==> src/rtl/control_sequencer_if.sv <==
// Control bus between the hardwired sequencer and the datapath.
// master = sequencer (drives strobes), slave = datapath side (drives IR and
// memory/handshake inputs).
interface control_sequencer_if #(
  parameter int NUM_REGS = 16
);
  // Datapath -> sequencer
  logic [31:0]         ir;
  logic                mem_ready;
  logic                stop;
  // Sequencer -> datapath
  logic                pc_out;
  logic                zlo_out;
  logic                zhi_out;
  logic                mdr_out;
  logic                mar_enable;
  logic                pc_enable;
  logic                pc_increment;
  logic                mdr_enable;
  logic                read;
  logic                ir_enable;
  logic                y_enable;
  logic                z_enable;
  logic                lo_enable;
  logic                hi_enable;
  logic [4:0]          op_code;
  logic [NUM_REGS-1:0] reg_in;
  logic [NUM_REGS-1:0] reg_out;
  logic                run;
  logic                fault;
  logic [3:0]          state;

  modport master (
    input  ir, mem_ready, stop,
    output pc_out, zlo_out, zhi_out, mdr_out, mar_enable, pc_enable,
           pc_increment, mdr_enable, read, ir_enable, y_enable, z_enable,
           lo_enable, hi_enable, op_code, reg_in, reg_out, run, fault, state
  );

  modport slave (
    output ir, mem_ready, stop,
    input  pc_out, zlo_out, zhi_out, mdr_out, mar_enable, pc_enable,
           pc_increment, mdr_enable, read, ir_enable, y_enable, z_enable,
           lo_enable, hi_enable, op_code, reg_in, reg_out, run, fault, state
  );
endinterface

==> src/rtl/control_sequencer.sv <==
// Hardwired control sequencer: one state per clock, fetch (T0..T2) followed by
// register-format ALU execute (T3..T6), with memory-ready wait, halt at the
// instruction boundary and a sticky fault state for illegal opcodes and
// memory timeouts.
module control_sequencer #(
  parameter int WAIT_LIMIT = 0,
  parameter int NUM_REGS   = 16
) (
  input  logic                clk,
  input  logic                clr,
  control_sequencer_if.master bus
);

  typedef enum logic [3:0] {
    S_RESET = 4'd0,
    S_T0    = 4'd1,
    S_T1    = 4'd2,
    S_T2    = 4'd3,
    S_T3    = 4'd4,
    S_T4    = 4'd5,
    S_T5    = 4'd6,
    S_T6    = 4'd7,
    S_HALT  = 4'd8,
    S_FAULT = 4'd9
  } state_e;

  localparam logic [4:0] OP_ADD  = 5'b00011;
  localparam logic [4:0] OP_SUB  = 5'b00100;
  localparam logic [4:0] OP_SHR  = 5'b00101;
  localparam logic [4:0] OP_SHRA = 5'b00110;
  localparam logic [4:0] OP_SHL  = 5'b00111;
  localparam logic [4:0] OP_ROR  = 5'b01000;
  localparam logic [4:0] OP_ROL  = 5'b01001;
  localparam logic [4:0] OP_AND  = 5'b01010;
  localparam logic [4:0] OP_OR   = 5'b01011;
  localparam logic [4:0] OP_MUL  = 5'b01111;
  localparam logic [4:0] OP_DIV  = 5'b10000;
  localparam logic [4:0] OP_NEG  = 5'b10001;
  localparam logic [4:0] OP_NOT  = 5'b10010;

  // The wait counter only has to reach WAIT_LIMIT-1 (the last T1 cycle that
  // may still see mem_ready before the timeout fires).
  localparam int            WW        = (WAIT_LIMIT > 1) ? $clog2(WAIT_LIMIT) : 1;
  localparam logic [WW-1:0] WAIT_LAST = WW'((WAIT_LIMIT > 0) ? WAIT_LIMIT - 1 : 0);

  function automatic logic is_legal(input logic [4:0] op);
    case (op)
      OP_ADD, OP_SUB, OP_SHR, OP_SHRA, OP_SHL, OP_ROR, OP_ROL,
      OP_AND, OP_OR, OP_MUL, OP_DIV, OP_NEG, OP_NOT: is_legal = 1'b1;
      default:                                       is_legal = 1'b0;
    endcase
  endfunction

  function automatic logic [NUM_REGS-1:0] onehot(input logic [3:0] idx);
    onehot = NUM_REGS'(1) << idx;
  endfunction

  // Live IR fields; only meaningful from T3 onward.
  logic [4:0] ir_op;
  logic [3:0] ir_ra, ir_rb, ir_rc;
  assign ir_op = bus.ir[31:27];
  assign ir_ra = bus.ir[26:23];
  assign ir_rb = bus.ir[22:19];
  assign ir_rc = bus.ir[18:15];

  state_e        state_q, state_d;
  logic [WW-1:0] wait_q, wait_d;
  logic [4:0]    op_q, op_d;
  logic [3:0]    ra_q, ra_d;
  logic [3:0]    rb_q, rb_d;
  logic [3:0]    rc_q, rc_d;

  logic op_is_long;   // mul/div: result spans LO and HI
  logic op_is_unary;  // neg/not: operand comes from rb, rc unused
  assign op_is_long  = (op_q == OP_MUL) || (op_q == OP_DIV);
  assign op_is_unary = (op_q == OP_NEG) || (op_q == OP_NOT);

  // Next-state, wait counter and IR field capture.
  always_comb begin
    // NOTE: every variable gets a default before the case so no path leaves
    // it unassigned, which would otherwise infer a latch.
    state_d = state_q;
    wait_d  = wait_q;
    op_d    = op_q;
    ra_d    = ra_q;
    rb_d    = rb_q;
    rc_d    = rc_q;
    case (state_q)
      S_RESET: state_d = S_T0;
      S_T0: begin
        state_d = S_T1;
        wait_d  = '0;
      end
      S_T1: begin
        if (bus.mem_ready) begin
          state_d = S_T2;
        end else if ((WAIT_LIMIT > 0) && (wait_q == WAIT_LAST)) begin
          state_d = S_FAULT;
        end else if (WAIT_LIMIT > 0) begin
          wait_d = wait_q + 1'b1;
        end
      end
      S_T2: state_d = S_T3;
      S_T3: begin
        if (is_legal(ir_op)) begin
          state_d = S_T4;
          op_d    = ir_op;
          ra_d    = ir_ra;
          rb_d    = ir_rb;
          rc_d    = ir_rc;
        end else begin
          state_d = S_FAULT;
        end
      end
      S_T4: state_d = S_T5;
      S_T5: begin
        if (op_is_long) state_d = S_T6;
        else            state_d = bus.stop ? S_HALT : S_T0;
      end
      S_T6:    state_d = bus.stop ? S_HALT : S_T0;
      S_HALT:  state_d = bus.stop ? S_HALT : S_T0;
      S_FAULT: state_d = S_FAULT;
      default: state_d = S_FAULT;
    endcase
  end

  // State register; clr forces RESET immediately.
  always_ff @(posedge clk or posedge clr) begin
    if (clr) begin
      state_q <= S_RESET;
      wait_q  <= '0;
      op_q    <= '0;
      ra_q    <= '0;
      rb_q    <= '0;
      rc_q    <= '0;
    end else begin
      // NOTE: non-blocking assignments so every register samples the values
      // from before this edge, independent of statement order.
      state_q <= state_d;
      wait_q  <= wait_d;
      op_q    <= op_d;
      ra_q    <= ra_d;
      rb_q    <= rb_d;
      rc_q    <= rc_d;
    end
  end

  // Moore strobe decode from the present state and the captured IR fields;
  // T3 decodes the live IR, and mdr_enable in T1 follows mem_ready.
  always_comb begin
    bus.pc_out       = 1'b0;
    bus.zlo_out      = 1'b0;
    bus.zhi_out      = 1'b0;
    bus.mdr_out      = 1'b0;
    bus.mar_enable   = 1'b0;
    bus.pc_enable    = 1'b0;
    bus.pc_increment = 1'b0;
    bus.mdr_enable   = 1'b0;
    bus.read         = 1'b0;
    bus.ir_enable    = 1'b0;
    bus.y_enable     = 1'b0;
    bus.z_enable     = 1'b0;
    bus.lo_enable    = 1'b0;
    bus.hi_enable    = 1'b0;
    bus.op_code      = 5'b00000;
    bus.reg_in       = '0;
    bus.reg_out      = '0;
    bus.run          = 1'b0;
    bus.fault        = 1'b0;
    bus.state        = state_q;
    case (state_q)
      S_T0: begin
        bus.run          = 1'b1;
        bus.pc_out       = 1'b1;
        bus.mar_enable   = 1'b1;
        bus.pc_increment = 1'b1;
        bus.z_enable     = 1'b1;
      end
      S_T1: begin
        bus.run        = 1'b1;
        bus.zlo_out    = 1'b1;
        bus.pc_enable  = 1'b1;
        bus.read       = 1'b1;
        bus.mdr_enable = bus.mem_ready;
      end
      S_T2: begin
        bus.run       = 1'b1;
        bus.mdr_out   = 1'b1;
        bus.ir_enable = 1'b1;
      end
      S_T3: begin
        bus.run = 1'b1;
        if (is_legal(ir_op)) begin
          bus.reg_out  = onehot(ir_rb);
          bus.y_enable = 1'b1;
        end
      end
      S_T4: begin
        bus.run      = 1'b1;
        bus.op_code  = op_q;
        bus.z_enable = 1'b1;
        bus.reg_out  = onehot(op_is_unary ? rb_q : rc_q);
      end
      S_T5: begin
        bus.run     = 1'b1;
        bus.zlo_out = 1'b1;
        if (op_is_long) bus.lo_enable = 1'b1;
        else            bus.reg_in    = onehot(ra_q);
      end
      S_T6: begin
        bus.run       = 1'b1;
        bus.zhi_out   = 1'b1;
        bus.hi_enable = 1'b1;
      end
      S_FAULT: bus.fault = 1'b1;
      default: ;
    endcase
  end

endmodule

==> src/flat_wrapper.sv <==
// flat-port wrapper written by rule: the top's interface ports become plain ports
module control_sequencer_flat 
#(
  parameter int WAIT_LIMIT = 0,
  parameter int NUM_REGS   = 16
)
  (clk, clr, bus_ir, bus_mem_ready, bus_stop, bus_pc_out, bus_zlo_out, bus_zhi_out, bus_mdr_out, bus_mar_enable, bus_pc_enable, bus_pc_increment, bus_mdr_enable, bus_read, bus_ir_enable, bus_y_enable, bus_z_enable, bus_lo_enable, bus_hi_enable, bus_op_code, bus_reg_in, bus_reg_out, bus_run, bus_fault, bus_state);
  control_sequencer_if #(.NUM_REGS(NUM_REGS)) bus_i ();
  input  logic clk;
  input  logic clr;
  input wire logic [$bits(bus_i.ir)-1:0] bus_ir;
  input wire logic [$bits(bus_i.mem_ready)-1:0] bus_mem_ready;
  input wire logic [$bits(bus_i.stop)-1:0] bus_stop;
  output wire logic [$bits(bus_i.pc_out)-1:0] bus_pc_out;
  output wire logic [$bits(bus_i.zlo_out)-1:0] bus_zlo_out;
  output wire logic [$bits(bus_i.zhi_out)-1:0] bus_zhi_out;
  output wire logic [$bits(bus_i.mdr_out)-1:0] bus_mdr_out;
  output wire logic [$bits(bus_i.mar_enable)-1:0] bus_mar_enable;
  output wire logic [$bits(bus_i.pc_enable)-1:0] bus_pc_enable;
  output wire logic [$bits(bus_i.pc_increment)-1:0] bus_pc_increment;
  output wire logic [$bits(bus_i.mdr_enable)-1:0] bus_mdr_enable;
  output wire logic [$bits(bus_i.read)-1:0] bus_read;
  output wire logic [$bits(bus_i.ir_enable)-1:0] bus_ir_enable;
  output wire logic [$bits(bus_i.y_enable)-1:0] bus_y_enable;
  output wire logic [$bits(bus_i.z_enable)-1:0] bus_z_enable;
  output wire logic [$bits(bus_i.lo_enable)-1:0] bus_lo_enable;
  output wire logic [$bits(bus_i.hi_enable)-1:0] bus_hi_enable;
  output wire logic [$bits(bus_i.op_code)-1:0] bus_op_code;
  output wire logic [$bits(bus_i.reg_in)-1:0] bus_reg_in;
  output wire logic [$bits(bus_i.reg_out)-1:0] bus_reg_out;
  output wire logic [$bits(bus_i.run)-1:0] bus_run;
  output wire logic [$bits(bus_i.fault)-1:0] bus_fault;
  output wire logic [$bits(bus_i.state)-1:0] bus_state;
  assign bus_i.ir = bus_ir;
  assign bus_i.mem_ready = bus_mem_ready;
  assign bus_i.stop = bus_stop;
  assign bus_pc_out = bus_i.pc_out;
  assign bus_zlo_out = bus_i.zlo_out;
  assign bus_zhi_out = bus_i.zhi_out;
  assign bus_mdr_out = bus_i.mdr_out;
  assign bus_mar_enable = bus_i.mar_enable;
  assign bus_pc_enable = bus_i.pc_enable;
  assign bus_pc_increment = bus_i.pc_increment;
  assign bus_mdr_enable = bus_i.mdr_enable;
  assign bus_read = bus_i.read;
  assign bus_ir_enable = bus_i.ir_enable;
  assign bus_y_enable = bus_i.y_enable;
  assign bus_z_enable = bus_i.z_enable;
  assign bus_lo_enable = bus_i.lo_enable;
  assign bus_hi_enable = bus_i.hi_enable;
  assign bus_op_code = bus_i.op_code;
  assign bus_reg_in = bus_i.reg_in;
  assign bus_reg_out = bus_i.reg_out;
  assign bus_run = bus_i.run;
  assign bus_fault = bus_i.fault;
  assign bus_state = bus_i.state;
  control_sequencer #(.WAIT_LIMIT(WAIT_LIMIT), .NUM_REGS(NUM_REGS)) u_core (.clk(clk), .clr(clr), .bus(bus_i));
endmodule
==> config.mk <==
export PLATFORM = sky130hd
export DESIGN_NAME = control_sequencer_flat
export DESIGN_NICKNAME = d
export VERILOG_FILES = /design/src/rtl/control_sequencer_if.sv /design/src/rtl/control_sequencer.sv /design/src/flat_wrapper.sv
export SDC_FILE = /design/constraint.sdc
export NUM_CORES = 1
export LEC_CHECK = 0
export ABC_AREA = 1
export CAP_MARGIN = 20
export CORE_ASPECT_RATIO = 1.4
export CORE_MARGIN = 2
export CORE_UTILIZATION = 42
export CTS_CLUSTER_SIZE = 14
export DETAILED_ROUTE_END_ITERATION = 6
export PLACE_DENSITY = 0.9
export SLEW_MARGIN = 20
export SYNTH_ARGS = -nofsm -noshare
export SYNTH_HDL_FRONTEND = slang
export SYNTH_SLANG_ARGS = --single-unit
==> constraint.sdc <==
create_clock -name clk -period 3.4 [get_ports clk]
set_clock_uncertainty 0.1 [all_clocks]
set_input_delay 0.51 -clock clk [delete_from_list [all_inputs] [get_ports clk]]
set_output_delay 0.51 -clock clk [all_outputs]
set_load 0.005 [all_outputs]
# After elaboration in Yosys (flattened, before gate mapping)
# Memories as Yosys holds them, arrays and structs flattened.
# Cells that the tools add are included.
dict set report op_classes {
  eq_ne 14
  mux 26
  n_shift 3
  n_reduce_logical 8
}
# operator count
set op_table {}
lappend op_table {{2-to-1 mux 16 bit} 3}
lappend op_table {{left shift 1 x 4 -> 16 bit (first input constant)} 3}
lappend op_table {{one-hot mux 16 bit (2 select lines)} 1}
lappend op_table {{one-hot mux 4 bit (8 select lines)} 1}
lappend op_table {{2-to-1 mux 4 bit} 5}
lappend op_table {{equality test 4 x 3 -> 1 bit (second input constant)} 4}
lappend op_table {{equality test 5 bit (second input constant)} 3}
lappend op_table {{2-to-1 mux 1 bit} 15}
lappend op_table {{equality test 4 x 2 -> 1 bit (second input constant)} 2}
lappend op_table {{equality test 4 bit (second input constant)} 2}
lappend op_table {{OR reduction 7 bit} 1}
lappend op_table {{OR reduction 2 bit} 3}
lappend op_table {{equality test 5 x 4 -> 1 bit (second input constant)} 1}
lappend op_table {{2-to-1 mux 5 bit} 1}
lappend op_table {{equality test 4 x 1 -> 1 bit (second input constant)} 1}
lappend op_table {{logical NOT 4 bit} 1}
lappend op_table {{logical OR 1 bit} 2}
lappend op_table {{inequality test 2 bit (second input constant)} 1}
lappend op_table {{AND reduction 2 bit} 1}
dict set report totals {
  reg_bits 21
  wordCells 58
  n_memories 2
  romBits 64
  out_inout_bits 57
}
# memory depth width read_ports rd_ports_with_merged_regs wr line
set mem_list {}
lappend mem_list {{(no name shown)} 32 1 1 0 0 control_sequencer.sv:47} ;# case (op)
lappend mem_list {{(no name shown)} 32 1 1 0 0 control_sequencer.sv:47}

# Logic depth before layout (Yosys ltp)
# Gate-level depths: netlist of run 1.
dict set report depth {
  ltp_word 5
  ltp_mapped 10
}

# Least setup slack after synthesis of run 1
# OpenSTA, ideal clock, no wires.
dict set report synth_path {
  path_kind {in2out}
  start {in bus_ir[29]}
  end {out bus_reg_out[0]}
  arrival_ps 1383
  slack_ps 1407
  cell_stages 7
  path_cell_list {or2_1 -> o21ai_2 -> nand3_2 -> buf_6 -> nor2_8 -> nand2_1 -> nand2_1}
}
dict set report synth_between {
  elab_chain_len 4
}
# element line
set synth_lines {}
lappend synth_lines {{from (decl)} flat_wrapper.sv:11} ;# input wire logic [$bits(bus_i.ir)-1:0] bus_ir;
lappend synth_lines {{memory (32 x 1 bit)} -}
lappend synth_lines {{2-to-1 mux 1 bit} control_sequencer.sv:171} ;# case (state_q)
lappend synth_lines {{2-to-1 mux 16 bit} control_sequencer.sv:193} ;# if (is_legal(ir_op)) begin
lappend synth_lines {{one-hot mux 16 bit (2 select lines)} control_sequencer.sv:171}
lappend synth_lines {{to (decl)} flat_wrapper.sv:30} ;# output wire logic [$bits(bus_i.reg_out)-1:0] bus_reg_out;
# No other way between the ends. The select of a mux whose other input is x is not followed.

# Worst setup path after layout of run 1
dict set report layout_path {
  start {in bus_ir[29]}
  end {out bus_reg_out[13]}
}
# The elaborated chain is that of the path after synthesis.

==> results of run 1 <==
## power groups by stage
| stage | combinational [uW] | sequential, uW | clock (uW) |
|---|---|---|---|
| 2_1_floorplan | 585 | 459 | 0 |
| 6_report | 863 | 483 | 158 |
| 3_3_place_gp | 842 | 478 | 0 |
| 3_5_place_dp | 866 | 486 | 0 |
| 4_1_cts | 868 | 482 | 164 |
| 5_1_grt | 972 | 502 | 173 |
## final cells by class
type,count,area (sq um)
Timing Repair Buffer,79,786
Fill cell,358,1400
Multi-Input combinational cell,203,971
Sequential cell,21,526
Clock buffer,4,45.0
Inverter,36,135
Tap cell,43,53.8
## per-layer routing
| layer | part of all wire, % | track usage (%) | vias up |
|---|---|---|---|
| met5 | 0 | 0 | - |
| met4 | 1.5 | 5.81 | 0 |
| met3 | 5.4 | 1.62 | 8 |
| met2 | 53 | 37.3 | 69 |
| met1 | 40 | 20.2 | 847 |
| li1 | - | - | 987 |
## final timing paths
| check | end | from |
|---|---|---|
| max in group asynchronous | u_core.op_q[4]$_DFFE_PP0P_ | clr |
| worst min-delay path | u_core.rb_q[0]$_DFFE_PP0P_ | u_core.rb_q[0]$_DFFE_PP0P_ |
| min in group asynchronous | u_core.ra_q[1]$_DFFE_PP0P_ | clr |
| worst max register to register | u_core.op_q[2]$_DFFE_PP0P_ | u_core.bus.state[3]$_DFFE_PP0P_ |
| worst min register to register | u_core.rb_q[0]$_DFFE_PP0P_ | u_core.rb_q[0]$_DFFE_PP0P_ |
| worst max-delay path | bus_reg_out[13] | bus_ir[29] |
## cells in the mapped netlist, drive strengths merged
library cell,instances
a21oi,3
buf,9
dfrtp,21
inv,36
nand2,84
nand3,33
nand3b,1
nand4,1
nor2,48
nor3,9
o2111ai,1
o21ai,21
or2,2
## state kept, by name (all words and copies together) (netlist names)
register	count
u_core.bus.state	4
u_core.ra_q	4
u_core.rc_q	4
u_core.rb_q	4
u_core.op_q	5
## cell usage in the layout, fill, tap and decap left out, drive strengths merged, types with 3 or more instances in the layout
cell type	n
a21oi	3
clkbuf	4
clkdlybuf4s50	77
dfrtp	21
inv	36
nand2	84
nand3	33
nor2	48
nor3	9
o21ai	21
## metrics by stage
stage | power [uW] | hold slack, ns | cell area [sq um]
CTS | 1510 | 0.418 | 2520
global placement | 1320 | 0.379 | 2470
detailed placement | 1350 | 0.399 | 2470
global route | 1650 | 0.462 | 2520
floorplan | 1040 | 0.366 | 1710
finish | 1500 | 0.411 | 2520
## worst register-to-register path: cells and delay by family, from the launching register on
kind | cells | cell delay (ns)
DFF | 1 | 0.50
AOI/OAI and AO/OA | 1 | 0.09
and+or+nand+nor | 4 | 0.52
buffers and inverters | 4 | 0.63
## cell families after synthesis
kind of cell | Yosys count | synth area share, %
flip-flops | 21 | 30.8
buffers and inverters | 45 | 12.4
AND/OR/NAND/NOR | 178 | 48.4
AO/OA/AOI/OAI | 25 | 8.43
==> flow_results.org, run 1 <==
** Floorplanning
- During I/O placement, the number of pins put on the boundary was 93.
- Height of the chip :: 79.5 microns
- Area of the core :: 0.00392 sq mm
- Area of the die :: 0.00460 sq mm
- Starting density of the core :: a little over two fifths
- The floorplan step set the die width to 57.9 microns.
- Cell Rows :: 27

** Timing
- RSZ-0062 raised after global routing :: false
- Once routing completed, OpenROAD measured the worst setup slack at 0.334 ns.
- Total setup violations reported at the end of the flow :: 0
- Static timing analysis puts the maximum clock frequency at about 330 MHz.
- Tmin final :: approximately 3 ns
- Final Hold Vio Count :: 0
- Actual slew at the worst max-slew pin :: just under 0.8 ns
- The max-slew violation total from the final report came to 0.
- In the final timing run, aggregate negative setup slack is 0 ns.
- The worst pin sits at a relative slew slack of 47.8%.
- Share of the clock period used by the worst path after layout :: 90.2%

** Clocking
- Count of buffers added by post-CTS timing repair for setup :: 0
- Gates resized during post-CTS repair numbered 0.
- The root buffer cell chosen for the clock tree is clkbuf_8.
- Clock tree from TritonCTS :: done
- Source-to-sink clock delay at the later pin of the worst-skew pair :: 0.25 ns
- TritonCTS created 3 clock buffers.
- Count of hold buffers inserted by post-cts repair :: 0
- The longest clock path from root to sink contains 2 buffers.
- Total clock sinks :: 21
- Htree depth :: 1
- After clock tree synthesis, the clock-pin slew on the worst setup and hold paths is 0.07 ns.

** Pwr
- Total power per unit cell area :: 598 mW/mm^2
- The internal power of the cells totals between 800 and 900 uW.
- Combinational power share :: between 50% and 60%
- Sequential cells burn roughly 32% of the power.
- Switching share of power :: 45.3%
- Leakage power total :: 0.00120 uW
- IR analysis of the VDD net gives a maximum drop of between 0.4 and 0.5 mV.
- Fraction of power consumed by the clock network :: 10.5%
- Net switching power figure :: 680 uW

** Detailed routing
- Total via count after detailed routing :: 1911
- Wire length per cell after detailed routing :: 11.2 microns
- In the routed design, unresolved DRC markers number 0.
- Overall routed net length :: 4330 microns
- Residual antenna-violating net count after detailed routing :: 0
- Using the TritonRoute via totals, the vias-per-cell ratio works out to 4.95.
- The first routing iteration left 75 violations.
- The first TritonRoute pass finished after 4 iterations.

** Critical path
- Grouping stages by cell kind, the critical path spends the most delay in buffers and inverters.
- STA puts the critical path data required time at 2.79 ns.
- Crit-path max cell delay :: 0.50 ns
- Master of the slowest instance on the critical path :: clkdlybuf4s50_1
- In this run the number of cells on the critical path is 8.
- Setup crit start kind :: primary input
- For flop-to-flop paths, the worst setup slack is 1.47 ns.
- STA classifies the critical path endpoint as an output pin.
- Crit path cell chain :: clkdlybuf4s50_1, or2_1, o21ai_2, nand3_2, nor2_8, nand2_1, nand2_1, clkdlybuf4s50_1
- The worst register-to-register path has a depth of 9.
- Data arrival time at the worst-slack endpoint :: approximately 2.5 ns
- In this run the worst path has a maximum fanout of 8.
- Crit Path Class :: primary input to output pin
- The critical path contains buffers and inverters numbering 2 combined.

** Finish
- The finished layout holds 386 standard cells, fillers aside.
- N_diodes :: 0
- Of the cells placed in the final design, the portion with a size suffix greater than 1 is 7.58%.
- Final-stage net count :: 380
- Final core utilization :: 64.2%
- Compared with the post-synthesis result, the final layout area differs by 47.3%.

** GRT
- The first global-routing pass estimated ~7000 microns of wire.
- For this run the aggregate overflow at the end of global routing stands at 0.
- Number of global-route vias before repair :: 1783
- The initial antenna violation count came to 0.
- Total GRT Usage :: 18.8%
- Maximum number of pins on one net before global-route repair :: 27

** Synth
- Yosys attributes the largest share of cell area to dfrtp_1 (31%), nand2_1 (18%), nand3_1 (9.4%).
- Synth Register Bits :: 21
- During synthesis, Yosys emitted a total of 0 warnings.
- Nets in the synthesized netlist :: 305
- In this run the mean area of a mapped cell was 6.35 sq um.
- Synthesis handed over a netlist of 269 instances.
- Library cell with the largest summed area after synthesis :: dfrtp_1
- After synthesis, the largest area contributor takes up slightly above 30% of total cell area.
- Summing every instance area after synthesis gives between 0.0015 and 0.002 sq mm.
- Register area share after synthesis :: between 30% and 40%
- Number of library cell types mapped by synthesis :: 26

** Place
- The wire-length estimate of the detail-placed layout is 3530 microns.
- RD Place Congestion :: 0.873
- Instance count after placement with tap cells included :: 382
- Prior to clock tree synthesis, the placed netlist has a worst setup slack of 0.347 ns.
- Buffers placed on the I/O ports in this run total 77.

** Min path
- The worst hold path belongs to the class flip-flop to flip-flop.
- Hold Path Depth :: 2

** Flow run
- The tool flagged a number of max-cap violations equal to 0.

** Status
- The run finished with clean final reports.
No activity file was read; power rests on OpenSTA's default activity.
==> run 2, diff against run 1 <==
- SLEW_MARGIN: 20 -> default
==> results of run 2 <==
Same layout as run 1: the final DEF is identical, and so are final timing and power.
==> run 3, diff against run 2 <==
- REMOVE_ABC_BUFFERS: default -> 1
==> run 3 against run 2 <==
Clock power increased by 4%. Worst hold slack improved by 0.033 ns. Wire length increased by 2.7%. Combinational power about the same.
==> flow_results.org, run 3 (synthesis results as in run 1) <==
** Floorplanning
- The vertical die dimension is 79.5 microns (unchanged).
- The I/O pin total came to 93 (unchanged).
- Die span in x :: 57.9 microns (unchanged)
- The row count came to 27 (unchanged).
- Area of the core :: 0.00392 sq mm (unchanged)
- Area of the die :: 0.00460 sq mm (unchanged)
- The initial core utilization came to 43.6% (unchanged).

** Critical path
- Crit path cell chain :: clkdlybuf4s50_1, or2_1, o21ai_2, nand3_2, nor2_8, nand2_1, nand2_1, clkdlybuf4s50_1 (unchanged)
- The largest fanout of any net on the critical path was 8 (unchanged).
- The type of the worst setup path was primary input to output pin (unchanged).
- Worst Path Buf+Inv :: 2 (unchanged)
- Data arrival time at the worst-slack endpoint :: 2.44 ns (was 2.46 ns)
- The largest stage delay on the critical path came to 0.50 ns (about the same).
- The endpoint type of the worst setup path is an output pin (unchanged).
- The type of element launching the critical path was a primary input (unchanged).
- Master of the slowest instance on the critical path :: clkdlybuf4s50_1 (unchanged)
- Required arrival time at the worst endpoint :: 2.79 ns (about the same)
- The cell family contributing the most delay on the critical path was buffers and inverters (unchanged).

** Finish
- The fraction of layout instances using a drive strength above 1 is 7.87% (was 7.58%).
- Fill cell total of the finished layout :: 368 (was 358)
- Final-stage net count :: 380 (unchanged)
- The final design area excluding fillers came to 0.00252 sq mm (about the same).
- Top library cells by usage in the layout, fill and taps aside: nand2_1 (80), clkdlybuf4s50_1 (77), nor2_1 (39) (unchanged).
- The area of the multi-input gates came to 971 sq um (unchanged).
- The layout-stage area growth over the synthesis result is 47.4% (was 47.3%).
- Area of all sequential standard cells :: 526 sq um (unchanged)
- Register with the most flip-flops :: u_core.op_q (unchanged)
- The leading cell type in the layout, fill and taps excluded was nand2_1 (unchanged).
- Number of flip-flops in the largest register :: 5 (unchanged)
- The final antenna diode count is 0 (unchanged).

** Timing
- The max-slew violation total from the final report is 0 (unchanged).
- RSZ-0062 raised after global routing :: false (unchanged)
- The fmax is 328 MHz (was 326 MHz).
- The setup TNS came to 0 ns (unchanged).
- Max-slew headroom :: 47.2% (was 47.8%)
- The final setup violation count is 0 (unchanged).
- The portion of the clock cycle consumed by the worst path in the final layout is 89.7% (was 90.2%).
- The transition time at the pin with the least slew margin was 0.791 ns (was 0.782 ns).
- The number of hold violations in the final report came to 0 (unchanged).
- The final period demand of the worst path came to 3.05 ns (was 3.07 ns).

** Place
- RD Place Congestion :: 0.863 (was 0.873)
- The post-detailed-placement half-perimeter wirelength is 3610 microns (was 3530 microns).
- IO buf count :: 77 (unchanged)
- Placed standard-cell area :: 0.00247 sq mm (unchanged)

** Clocking
- Clock tree from TritonCTS :: done (unchanged)
- Count of buffers added by post-CTS timing repair for setup :: 0 (unchanged)
- Clock tree buffer depth :: 2 (unchanged)
- The count of clock tree sinks came to 21 (unchanged).
- CTS clk-pin slew, worst paths :: 0.07 ns (about the same)
- Count of hold buffers inserted by post-cts repair :: 0 (unchanged)
- The CTS buffer count is 3 (unchanged).
- The cell chosen for the clock root is clkbuf_8 (unchanged).
- The insertion delay to the later sink of the worst-skew pair was 0.26 ns (was 0.25 ns).
- The number of gates given a new drive strength after cts was 0 (unchanged).
- The maximum level of the CTS H-tree came to 1 (unchanged).

** Detailed routing
- Total via count after detailed routing :: 1918 (was 1911)
- DR pass1 iterations :: 4 (unchanged)
- Overall routed net length :: 4450 microns (was 4330 microns)
- The DRC violation count after routing was 0 (unchanged).
- The number of vias per cell is 4.97 (was 4.95).
- Residual antenna-violating net count after detailed routing :: 0 (unchanged)
- The number of DRC violations after detailed-routing iteration 0 is 84 (was 75).
- The average wire length per cell after detail routing came to 11.5 microns (was 11.2 microns).

** Flow run
- Maxcap violations :: 0 (unchanged)

** GRT
- Maximum number of pins on one net before global-route repair :: 27 (unchanged)
- The via count of the first global-routing pass was 1921 (was 1783).
- The initial antenna violation count is 0 (unchanged).
- The global-route wire length before repair came to 7470 microns (was 7030 microns).
- The total grt overflow was 0 (unchanged).
- The total global-route track usage is 19.8% (was 18.8%).

** Pwr
- The static leakage was 0.00121 uW (was 0.00120 uW).
- The total power is 1510 uW (was 1500 uW).
- Total power per unit cell area :: 601 mW/mm^2 (was 598 mW/mm^2)
- Max rail drop VDD :: 0.515 mV (was 0.479 mV)

** Status
- Outcome :: finished clean (unchanged)

** Min path
- Path type of the worst min-delay path :: flip-flop to flip-flop (unchanged)
[run 3: worst paths after layout]
check,from,end,slack [ns],cells past startpoint
max reg2reg,u_core.bus.state[3]$_DFFE_PP0P_,u_core.rc_q[0]$_DFFE_PP0P_,1.46,9
min in group asynchronous,clr,u_core.bus.state[3]$_DFFE_PP0P_,0.60,2
max in group asynchronous,clr,u_core.rb_q[0]$_DFFE_PP0P_,2.10,2
min,u_core.rc_q[2]$_DFFE_PP0P_,u_core.rc_q[2]$_DFFE_PP0P_,0.44,2
min reg2reg,u_core.rc_q[2]$_DFFE_PP0P_,u_core.rc_q[2]$_DFFE_PP0P_,0.44,2
max,bus_ir[29],bus_reg_out[14],0.35,8
[run 3: final cells by class]
class                           instances  area share (%)
Multi-Input combinational cell        203            38.6
Clock buffer                            3            1.64
Tap cell                               43            2.14
Clock inverter                          1           0.199
Inverter                               36            5.37
Sequential cell                        21            20.9
Timing Repair Buffer                   79            31.2
[run 3: layer usage]
layer / track usage [%] / part of all wire [%] / wire (microns)
met1: 20.1 / 39 / 1710
met3: 1.94 / 5.2 / 232
met5: 0 / 0 / 0
met2: 39.2 / 55 / 2440
met4: 8.60 / 1.3 / 57
[run 3: worst min-delay path: stages (launching register included)]
cell	delay, ns
dfrtp_1	0.32
inv_1	0.05
o21ai_0	0.14
[run 3: where the power goes]
group	leakage (uW)	switching [uW]	internal, uW
Combinational	0.000930	494	369
Clock	0.0000255	82.1	81.6
Sequential	0.000250	114	370
[run 3: stage by stage]
stage | setup slack, ns | cells | util (%) | hold WS [ns]
after CTS | 0.343 | 386 | 64.2 | 0.449
final | 0.351 | 386 | 64.2 | 0.444
after floorplan | 1.29 | 260 | - | 0.366
after detailed placement | 0.355 | 382 | 63.1 | 0.421
after global placement | 0.378 | 382 | 63.1 | 0.382
after global routing | 0.227 | 386 | 64.2 | 0.480
